<file path="src/rtl/instruction_decode_if.sv">
// IF/ID inputs, write-back port and ID/EX outputs of the RV32I decode stage.
// slave = decode stage side, master = surrounding pipeline side.
interface instruction_decode_if;
    logic [31:0] PIP_instruction_i;
    logic [31:0] PIP_pc_i;
    logic        flush_i;
    logic        wb_we_i;
    logic [4:0]  wb_rd_i;
    logic [31:0] wb_data_i;
    logic        stall_if_o;
    logic        PIP_valid_o;
    logic [31:0] PIP_pc_o;
    logic [31:0] PIP_rs1_data_o;
    logic [31:0] PIP_rs2_data_o;
    logic [31:0] PIP_imm_o;
    logic [4:0]  PIP_rs1_o;
    logic [4:0]  PIP_rs2_o;
    logic [4:0]  PIP_rd_o;
    logic [6:0]  PIP_opcode_o;
    logic [2:0]  PIP_funct3_o;
    logic        PIP_funct7b5_o;
    logic        PIP_mem_read_o;
    logic        PIP_reg_write_o;

    modport slave (
        input  PIP_instruction_i, PIP_pc_i, flush_i, wb_we_i, wb_rd_i, wb_data_i,
        output stall_if_o, PIP_valid_o, PIP_pc_o, PIP_rs1_data_o, PIP_rs2_data_o,
               PIP_imm_o, PIP_rs1_o, PIP_rs2_o, PIP_rd_o, PIP_opcode_o,
               PIP_funct3_o, PIP_funct7b5_o, PIP_mem_read_o, PIP_reg_write_o
    );

    modport master (
        output PIP_instruction_i, PIP_pc_i, flush_i, wb_we_i, wb_rd_i, wb_data_i,
        input  stall_if_o, PIP_valid_o, PIP_pc_o, PIP_rs1_data_o, PIP_rs2_data_o,
               PIP_imm_o, PIP_rs1_o, PIP_rs2_o, PIP_rd_o, PIP_opcode_o,
               PIP_funct3_o, PIP_funct7b5_o, PIP_mem_read_o, PIP_reg_write_o
    );
endinterface

</file>
<file path="src/rtl/instruction_decode.sv">
// RV32I decode stage: register file, field/immediate decode, load-use stall, ID/EX register.
// Optional macro ID_WB_BYPASS_EN makes a same-cycle write-back visible to decode reads.
module instruction_decode (
    input  logic                  clk,
    input  logic                  reset_n,
    instruction_decode_if.slave   bus
);
    localparam logic [6:0] OPC_LOAD   = 7'b0000011;
    localparam logic [6:0] OPC_OPIMM  = 7'b0010011;
    localparam logic [6:0] OPC_AUIPC  = 7'b0010111;
    localparam logic [6:0] OPC_STORE  = 7'b0100011;
    localparam logic [6:0] OPC_OP     = 7'b0110011;
    localparam logic [6:0] OPC_LUI    = 7'b0110111;
    localparam logic [6:0] OPC_BRANCH = 7'b1100011;
    localparam logic [6:0] OPC_JALR   = 7'b1100111;
    localparam logic [6:0] OPC_JAL    = 7'b1101111;

    typedef struct packed {
        logic        valid;
        logic [31:0] pc;
        logic [31:0] rs1_data;
        logic [31:0] rs2_data;
        logic [31:0] imm;
        logic [4:0]  rs1;
        logic [4:0]  rs2;
        logic [4:0]  rd;
        logic [6:0]  opcode;
        logic [2:0]  funct3;
        logic        funct7b5;
        logic        mem_read;
        logic        reg_write;
    } id_ex_t;

    logic [31:0] regs_q [0:31];
    id_ex_t      id_ex_q, id_ex_d;

    logic [31:0] instr;
    logic [6:0]  opcode;
    logic [4:0]  rs1, rs2, rd;
    logic [31:0] imm;
    logic        rs1_used, rs2_used, writes_rd, hazard;
    logic [31:0] rs1_data, rs2_data;

    // x0 is never written, so it holds the reset value 0.
    generate
        for (genvar gi = 0; gi < 32; gi++) begin : g_reg
            always_ff @(posedge clk) begin
                if (!reset_n)
                    regs_q[gi] <= '0;
                else if (bus.wb_we_i && bus.wb_rd_i == 5'(gi) && gi != 0)
                    regs_q[gi] <= bus.wb_data_i;
            end
        end
    endgenerate

    assign instr  = bus.PIP_instruction_i;
    assign opcode = instr[6:0];
    assign rd     = instr[11:7];
    assign rs1    = instr[19:15];
    assign rs2    = instr[24:20];

`ifdef ID_WB_BYPASS_EN
    assign rs1_data = (rs1 == 5'd0) ? '0 :
                      (bus.wb_we_i && bus.wb_rd_i == rs1) ? bus.wb_data_i : regs_q[rs1];
    assign rs2_data = (rs2 == 5'd0) ? '0 :
                      (bus.wb_we_i && bus.wb_rd_i == rs2) ? bus.wb_data_i : regs_q[rs2];
`else
    assign rs1_data = (rs1 == 5'd0) ? '0 : regs_q[rs1];
    assign rs2_data = (rs2 == 5'd0) ? '0 : regs_q[rs2];
`endif

    always_comb begin
        imm       = '0;
        rs1_used  = 1'b1;
        rs2_used  = 1'b0;
        writes_rd = 1'b0;
        case (opcode)
            OPC_LOAD, OPC_OPIMM, OPC_JALR: begin
                imm       = {{20{instr[31]}}, instr[31:20]};
                writes_rd = 1'b1;
            end
            OPC_STORE: begin
                imm      = {{20{instr[31]}}, instr[31:25], instr[11:7]};
                rs2_used = 1'b1;
            end
            OPC_BRANCH: begin
                imm      = {{19{instr[31]}}, instr[31], instr[7], instr[30:25], instr[11:8], 1'b0};
                rs2_used = 1'b1;
            end
            OPC_LUI, OPC_AUIPC: begin
                imm       = {instr[31:12], 12'b0};
                rs1_used  = 1'b0;
                writes_rd = 1'b1;
            end
            OPC_JAL: begin
                imm       = {{11{instr[31]}}, instr[31], instr[19:12], instr[20], instr[30:21], 1'b0};
                rs1_used  = 1'b0;
                writes_rd = 1'b1;
            end
            OPC_OP: begin
                rs2_used  = 1'b1;
                writes_rd = 1'b1;
            end
            default: ;
        endcase
    end

    // Only a load still sitting in ID/EX can create a dependency that EX forwarding cannot cover.
    assign hazard = id_ex_q.valid && id_ex_q.mem_read && (id_ex_q.rd != 5'd0) &&
                    ((rs1_used && rs1 == id_ex_q.rd) || (rs2_used && rs2 == id_ex_q.rd));

    always_comb begin
        id_ex_d = '0;
        if (!bus.flush_i && !hazard && instr != 32'd0) begin
            id_ex_d.valid     = 1'b1;
            id_ex_d.pc        = bus.PIP_pc_i;
            id_ex_d.rs1_data  = rs1_data;
            id_ex_d.rs2_data  = rs2_data;
            id_ex_d.imm       = imm;
            id_ex_d.rs1       = rs1;
            id_ex_d.rs2       = rs2;
            id_ex_d.rd        = rd;
            id_ex_d.opcode    = opcode;
            id_ex_d.funct3    = instr[14:12];
            id_ex_d.funct7b5  = instr[30];
            id_ex_d.mem_read  = (opcode == OPC_LOAD);
            id_ex_d.reg_write = writes_rd && (rd != 5'd0);
        end
    end

    always_ff @(posedge clk) begin
        if (!reset_n)
            id_ex_q <= '0;
        else
            id_ex_q <= id_ex_d;
    end

    assign bus.stall_if_o      = hazard && !bus.flush_i;
    assign bus.PIP_valid_o     = id_ex_q.valid;
    assign bus.PIP_pc_o        = id_ex_q.pc;
    assign bus.PIP_rs1_data_o  = id_ex_q.rs1_data;
    assign bus.PIP_rs2_data_o  = id_ex_q.rs2_data;
    assign bus.PIP_imm_o       = id_ex_q.imm;
    assign bus.PIP_rs1_o       = id_ex_q.rs1;
    assign bus.PIP_rs2_o       = id_ex_q.rs2;
    assign bus.PIP_rd_o        = id_ex_q.rd;
    assign bus.PIP_opcode_o    = id_ex_q.opcode;
    assign bus.PIP_funct3_o    = id_ex_q.funct3;
    assign bus.PIP_funct7b5_o  = id_ex_q.funct7b5;
    assign bus.PIP_mem_read_o  = id_ex_q.mem_read;
    assign bus.PIP_reg_write_o = id_ex_q.reg_write;
endmodule
</file>
<file path="src/flat_wrapper.sv">
// flat-port wrapper written by rule: the top's interface ports become plain ports
module instruction_decode_flat 
  (clk, reset_n, bus_PIP_instruction_i, bus_PIP_pc_i, bus_flush_i, bus_wb_we_i, bus_wb_rd_i, bus_wb_data_i, bus_stall_if_o, bus_PIP_valid_o, bus_PIP_pc_o, bus_PIP_rs1_data_o, bus_PIP_rs2_data_o, bus_PIP_imm_o, bus_PIP_rs1_o, bus_PIP_rs2_o, bus_PIP_rd_o, bus_PIP_opcode_o, bus_PIP_funct3_o, bus_PIP_funct7b5_o, bus_PIP_mem_read_o, bus_PIP_reg_write_o);
  instruction_decode_if bus_i ();
  input  logic clk;
  input  logic reset_n;
  input wire logic [$bits(bus_i.PIP_instruction_i)-1:0] bus_PIP_instruction_i;
  input wire logic [$bits(bus_i.PIP_pc_i)-1:0] bus_PIP_pc_i;
  input wire logic [$bits(bus_i.flush_i)-1:0] bus_flush_i;
  input wire logic [$bits(bus_i.wb_we_i)-1:0] bus_wb_we_i;
  input wire logic [$bits(bus_i.wb_rd_i)-1:0] bus_wb_rd_i;
  input wire logic [$bits(bus_i.wb_data_i)-1:0] bus_wb_data_i;
  output wire logic [$bits(bus_i.stall_if_o)-1:0] bus_stall_if_o;
  output wire logic [$bits(bus_i.PIP_valid_o)-1:0] bus_PIP_valid_o;
  output wire logic [$bits(bus_i.PIP_pc_o)-1:0] bus_PIP_pc_o;
  output wire logic [$bits(bus_i.PIP_rs1_data_o)-1:0] bus_PIP_rs1_data_o;
  output wire logic [$bits(bus_i.PIP_rs2_data_o)-1:0] bus_PIP_rs2_data_o;
  output wire logic [$bits(bus_i.PIP_imm_o)-1:0] bus_PIP_imm_o;
  output wire logic [$bits(bus_i.PIP_rs1_o)-1:0] bus_PIP_rs1_o;
  output wire logic [$bits(bus_i.PIP_rs2_o)-1:0] bus_PIP_rs2_o;
  output wire logic [$bits(bus_i.PIP_rd_o)-1:0] bus_PIP_rd_o;
  output wire logic [$bits(bus_i.PIP_opcode_o)-1:0] bus_PIP_opcode_o;
  output wire logic [$bits(bus_i.PIP_funct3_o)-1:0] bus_PIP_funct3_o;
  output wire logic [$bits(bus_i.PIP_funct7b5_o)-1:0] bus_PIP_funct7b5_o;
  output wire logic [$bits(bus_i.PIP_mem_read_o)-1:0] bus_PIP_mem_read_o;
  output wire logic [$bits(bus_i.PIP_reg_write_o)-1:0] bus_PIP_reg_write_o;
  assign bus_i.PIP_instruction_i = bus_PIP_instruction_i;
  assign bus_i.PIP_pc_i = bus_PIP_pc_i;
  assign bus_i.flush_i = bus_flush_i;
  assign bus_i.wb_we_i = bus_wb_we_i;
  assign bus_i.wb_rd_i = bus_wb_rd_i;
  assign bus_i.wb_data_i = bus_wb_data_i;
  assign bus_stall_if_o = bus_i.stall_if_o;
  assign bus_PIP_valid_o = bus_i.PIP_valid_o;
  assign bus_PIP_pc_o = bus_i.PIP_pc_o;
  assign bus_PIP_rs1_data_o = bus_i.PIP_rs1_data_o;
  assign bus_PIP_rs2_data_o = bus_i.PIP_rs2_data_o;
  assign bus_PIP_imm_o = bus_i.PIP_imm_o;
  assign bus_PIP_rs1_o = bus_i.PIP_rs1_o;
  assign bus_PIP_rs2_o = bus_i.PIP_rs2_o;
  assign bus_PIP_rd_o = bus_i.PIP_rd_o;
  assign bus_PIP_opcode_o = bus_i.PIP_opcode_o;
  assign bus_PIP_funct3_o = bus_i.PIP_funct3_o;
  assign bus_PIP_funct7b5_o = bus_i.PIP_funct7b5_o;
  assign bus_PIP_mem_read_o = bus_i.PIP_mem_read_o;
  assign bus_PIP_reg_write_o = bus_i.PIP_reg_write_o;
  instruction_decode u_core (.clk(clk), .reset_n(reset_n), .bus(bus_i));
endmodule
</file>
<file path="config.mk">
export PLATFORM = sky130hd
export DESIGN_NAME = instruction_decode_flat
export DESIGN_NICKNAME = d
export VERILOG_FILES = /design/src/rtl/instruction_decode_if.sv /design/src/rtl/instruction_decode.sv /design/src/flat_wrapper.sv
export SDC_FILE = /design/constraint.sdc
export NUM_CORES = 2
export LEC_CHECK = 0
export ABC_CLOCK_PERIOD_IN_PS = 8300
export CAP_MARGIN = 40
export CELL_PAD_IN_SITES_DETAIL_PLACEMENT = 1
export CELL_PAD_IN_SITES_GLOBAL_PLACEMENT = 1
export CORE_MARGIN = 2
export CORE_UTILIZATION = 56
export DETAILED_ROUTE_END_ITERATION = 10
export PLACE_DENSITY_LB_ADDON = 0.3
export REMOVE_ABC_BUFFERS = 1
export SKIP_CTS_REPAIR_TIMING = 1
export SYNTH_ARGS = -nofsm -noshare
export SYNTH_HDL_FRONTEND = slang
export SYNTH_SLANG_ARGS = --single-unit
export TNS_END_PERCENT = 100
</file>
<file path="constraint.sdc">
create_clock -name clk -period 8.3 [get_ports clk]
set_clock_uncertainty 0.2 [all_clocks]
set_input_delay 1.66 -clock clk [delete_from_list [all_inputs] [get_ports clk]]
set_output_delay 1.66 -clock clk [all_outputs]
set_load 0.005 [all_outputs]
</file>
# Word level (Yosys, flattened, before mapping)
# Memory sizes are Yosys's and may differ from the RTL's.
# Cells that the tools add are included.
# W data, S select, Z words.
# op_classes
n_eq_ne	42
bitwise	33
muxes	132
n_reduce_logical	56
# op_table
op	count
$mux W32	33
$pmux W32 S5	1
$mux W157	1
$mux W1	97
$eq A5 B5 Y1 const B	16
$eq A5 B4 Y1 const B	8
$logic_and A1 B1 Y1	40
$reduce_bool A32 Y1	1
$or A1 B1 Y1	31
$eq A7 B6 Y1 const B	3
$eq A7 B7 Y1 const B	3
$eq A5 B3 Y1 const B	4
$reduce_or A3 Y1	5
$eq A7 B5 Y1 const B	2
$eq A5 B2 Y1 const B	2
$eq A5 B5 Y1	2
$logic_not A5 Y1	2
$reduce_bool A5 Y1	2
$eq A7 B2 Y1 const B	1
$reduce_or A7 Y1	1
$eq A5 B1 Y1 const B	1
$logic_not A1 Y1	2
$not A1 Y1	2
$reduce_and A2 Y1	1
other kinds (2)	2
# word_totals
ramBits	1024
regBits	157
output_inout_bits	158
mem_count	1
# memory_table
memory	depth	word_bits	rd	rd_ports_with_merged_regs	wr	line	source
u_core.regs_q	32	32	2	0	32	instruction_decode.sv:34	logic [31:0] regs_q [0:31];

# Longest topological paths before layout
# depth
ltp_word	11
mapped_depth	10

# Worst setup path after synthesis
# OpenSTA, ideal clock, no wires.
# synth_path
kind	input port to flip-flop
start	in bus_wb_rd_i[0]
end	mem u_core.regs_q[9][0], enable pin
cell_stages	4
setup_time_ps	466
slack_ps	3091
n_path_buf	1
required_ps	7634
arrival_ps	4543
path_cell_list	clkbuf_1 nor2b_1 nand2_1 o21ai_0
# synth_rtl
element	line	source
start: declaration	flat_wrapper.sv:11	input wire logic [$bits(bus_i.wb_rd_i)-1:0] bus_wb_rd_i;
end: declaration	instruction_decode.sv:34	

# Worst setup path after layout
# layout_path
start	in bus_PIP_instruction_i[3]
end	out bus_stall_if_o
# layout_via
elab_chain_cells	7
word_cells_on_any_way	15
cone_classes	6 x eq/ne; 2 x mux; 7 x reduce/logical
# layout_rtl
element	line	source
start: declaration	flat_wrapper.sv:7	input wire logic [$bits(bus_i.PIP_instruction_i)-1:0] bus_PIP_instruction_i;
$eq A7 B6 Y1 (tied with other cells)	instruction_decode.sv:77	case (opcode)
$reduce_or A3 Y1 (no line)	--	
$mux W1	instruction_decode.sv:77	
$logic_and A1 B1 Y1	instruction_decode.sv:110	((rs1_used && rs1 == id_ex_q.rd) || (rs2_used && rs2 == id_ex_q.rd));
$logic_or A1 B1 Y1 (*)	instruction_decode.sv:110	
$logic_and A1 B1 Y1 (*)	instruction_decode.sv:109	assign hazard = id_ex_q.valid && id_ex_q.mem_read && (id_ex_q.rd != 5'd0) &&
$logic_and A1 B1 Y1 (*)	instruction_decode.sv:138	assign bus.stall_if_o = hazard && !bus.flush_i;
end: declaration	flat_wrapper.sv:13	output wire logic [$bits(bus_i.stall_if_o)-1:0] bus_stall_if_o;
# Every way passes the cells marked *; elsewhere a longest branch is shown, timed or not.

==> flow_summary.toml <==
[status]
status = "finished clean"

[sta]
rsz0062_at_grt = "false"
maxSlewHeadroom = 0.3223
maxSlewViolCount = 0
min_period_ps = 6355
setup_viol = 0
hold_viol = 0
worst_pin_slew_ps = 1017
post-route-period-util = 0.7656
timing.hold.ws_ps = 706.2
max_freq_mhz = 157.4
setup_tns_ps = 0

[die]
io_pins = 263
die_area_mm2 = 0.1059
core_area_mm2 = 0.1022
rows = 117
die_h_um = 325.4
die_x_um = 325.4
initial_core_util = 0.5661

[synth]
synth_cells = 3892
synth_top_area_frac = 0.5150
yosys.area.top_type = "edfxtp_1"
yosys-top-cells-area = "edfxtp_1 (51%), mux4_2 (20%), and2_1 (11%), dfxtp_1 (5.4%), clkbuf_1 (1.8%)"
yosys_warnings = 0
ys_ff_latch = 1149
synth_fa_ha_area_frac = 0
synth_mux_area_frac = 0.2217
synth_compound_area_frac = 0.03506
synth_area_mm2 = 0.05785
async_flop_share = 0
yosys.cell_types.count = 53
synth_edf_count = 992
synthFlopType = "edfxtp_1"
synth_area_per_cell_um2 = 14.86
ys_seq_area_frac = 0.5693
synth_top_family_by_area = "multiplexers"
synthXorXnorAreaFrac = 0.001514
synth-simple-area-share = 0.1401

[worst_setup_path]
worstRegToRegCells = 7
cp_max_fo = 9
crit_arrival_ps = 4490
end_kind = "primary output"
crit_type = "in -> out"
worstPathRequired_ps = 6440
rrSetupSlack_ps = 4570
start_kind = "input pin"
cpMaxStageDelayCell = "clkdlybuf4s50_1"
slowest_delay_ps = 690
crit_chain = "clkdlybuf4s50_1, or3b_4, a21oi_4, or4_4, a21oi_4, nor2b_1, clkdlybuf4s50_1"

[clock_tree]
clkTransAtPathRegs_ps = 60
numCtsBuffers = 130
cts_max_path_buffers = 3
cts.sinks = 1149
insertion_delay_ps = 760
htree_levels = 4
tritoncts = "done"
cts_root_buf = "clkbuf_16"

[placement]
placed_area_mm2 = 0.06270
io_buffers = 262
gp_congestion = 0.8484
dp.final_hpwl_mm = 125.4

[routing]
drtPass1Iterations = 8
drt_wl_total_mm = 211.5
ant_nets = 0
drt_iter0_drc = 6185
post-route-drc-count = 0
avgViaCountPerCell = 7.309
wire_per_inst_um = 38.47
vias = 40180

[finish]
syn2layout_area_growth_pct = 15.52
drive_gt1_frac = 0.2417
fin_area_mm2 = 0.06683
final_cell_mix = "and2_1 (993), edfxtp_1 (992), mux4_2 (501)"
fin_nets = 4133
final_common_cell = "and2_1"
utilization = 0.6540

[grt]
grt_pass1_vias = 42780
gr-total-overflow = 0
antenna_found_initial = 12
grt_pass1_wl_mm = 303.4
grt_max_degree = 120
grt_usage = 0.3996

[min_path]
hold_class = "reg -> reg"
min_path_cells = 4

[job]
drv_cap = 0

[pwr]
irDropWorstVdd_uv = 201.5
leakage_nw = 22.77
power.density_mw_per_mm2 = 211.7
==> through the flow <==
stage | total power [mW] | instances | setup slack [ps]
CTS | 14.09 | 5492 | 1998
detailed placement | 8.490 | 5263 | 2053
global route | 14.41 | 5495 | 1917
global placement | 8.348 | 5210 | 2106
finish | 14.15 | 5497 | 1945
floorplan | 7.579 | 3475 | 1691
==> state kept, by name (all words and copies together) (netlist names), 5 cells and up <==
signal and count:
u_core.bus.PIP_pc_o 32, u_core.regs_q 992, u_core.bus.PIP_rs2_o 5, u_core.bus.PIP_rs1_o 5, u_core.bus.PIP_rd_o 5, u_core.bus.PIP_opcode_o 7, u_core.bus.PIP_rs1_data_o 32, u_core.bus.PIP_imm_o 32
u_core.bus.PIP_rs2_data_o 32
==> area by class of cell <==
| cell class | instances | area (um2) |
|---|---|---|
| inverter | 5 | 23.77 |
| timing repair buffer | 421 | 4501 |
| fill | 9027 | 35360 |
| clock buffer | 182 | 3674 |
| sequential | 1149 | 32930 |
| tap | 1368 | 1712 |
| antenna | 4 | 10.01 |
| multi-input combinational | 2321 | 23550 |
| clock inverter | 47 | 426.7 |
==> worst max-delay path: cells and delay by family <==
kind                   cells  cell delay [ps]
and+or+nand+nor            3             1010
AOI/OAI and AO/OA          2              600
buffers and inverters      2             1200
==> routing by layer <==
metal,GRT usage,vias up,share of wire
li1,-,15110,-
met1,0.5064,20560,0.34
met2,0.6277,3647,0.47
met3,0.1078,857,0.14
met4,0.2235,8,0.057
met5,0,-,0.00022
==> cells in the mapped netlist (8+ instances only) <==
cell type  number
and2_1        993
edfxtp_1      992
mux4_2        501
clkbuf_1      280
dfxtp_1       157
nor2_1        107
a21oi_1        96
mux2i_1        81
nand2_1        70
nor3b_1        70
mux2_2         65
buf_2          63
nor3_1         56
o21ai_0        48
a221oi_1       41
buf_4          35
o32ai_1        31
a22oi_1        29
buf_1          29
a211oi_1       26
nor4_1         13
nor2b_1        11
buf_6          10
nand3_1        10
o221ai_1       10
nand2b_1        9
o21ai_1         8
==> power breakdown <==
group | switching (mW) | internal, mW | leakage, nW
Sequential | 0.195 | 6.58 | 10.7
Combinational | 0.962 | 0.727 | 10.0
Clock | 2.38 | 3.30 | 2.03
Total | 3.54 | 10.6 | 22.8
==> final timing paths <==
path                             from                            end
min reg2reg     u_core.regs_q[17][16]  u_core.bus.PIP_rs1_data_o[16]
max          bus_PIP_instruction_i[3]                 bus_stall_if_o
max reg2reg    u_core.bus.PIP_rd_o[3]  u_core.bus.PIP_rs2_data_o[10]
min             u_core.regs_q[17][16]  u_core.bus.PIP_rs1_data_o[16]
==> cells by family after synthesis <==
family,after synthesis
AOI/OAI and AO/OA,304
xor gates and xnor gates,10
buffers and inverters,422
DFF,1149
muxes,647
and+or+nand+nor,1360
No activity file was read; power rests on OpenSTA's default activity.
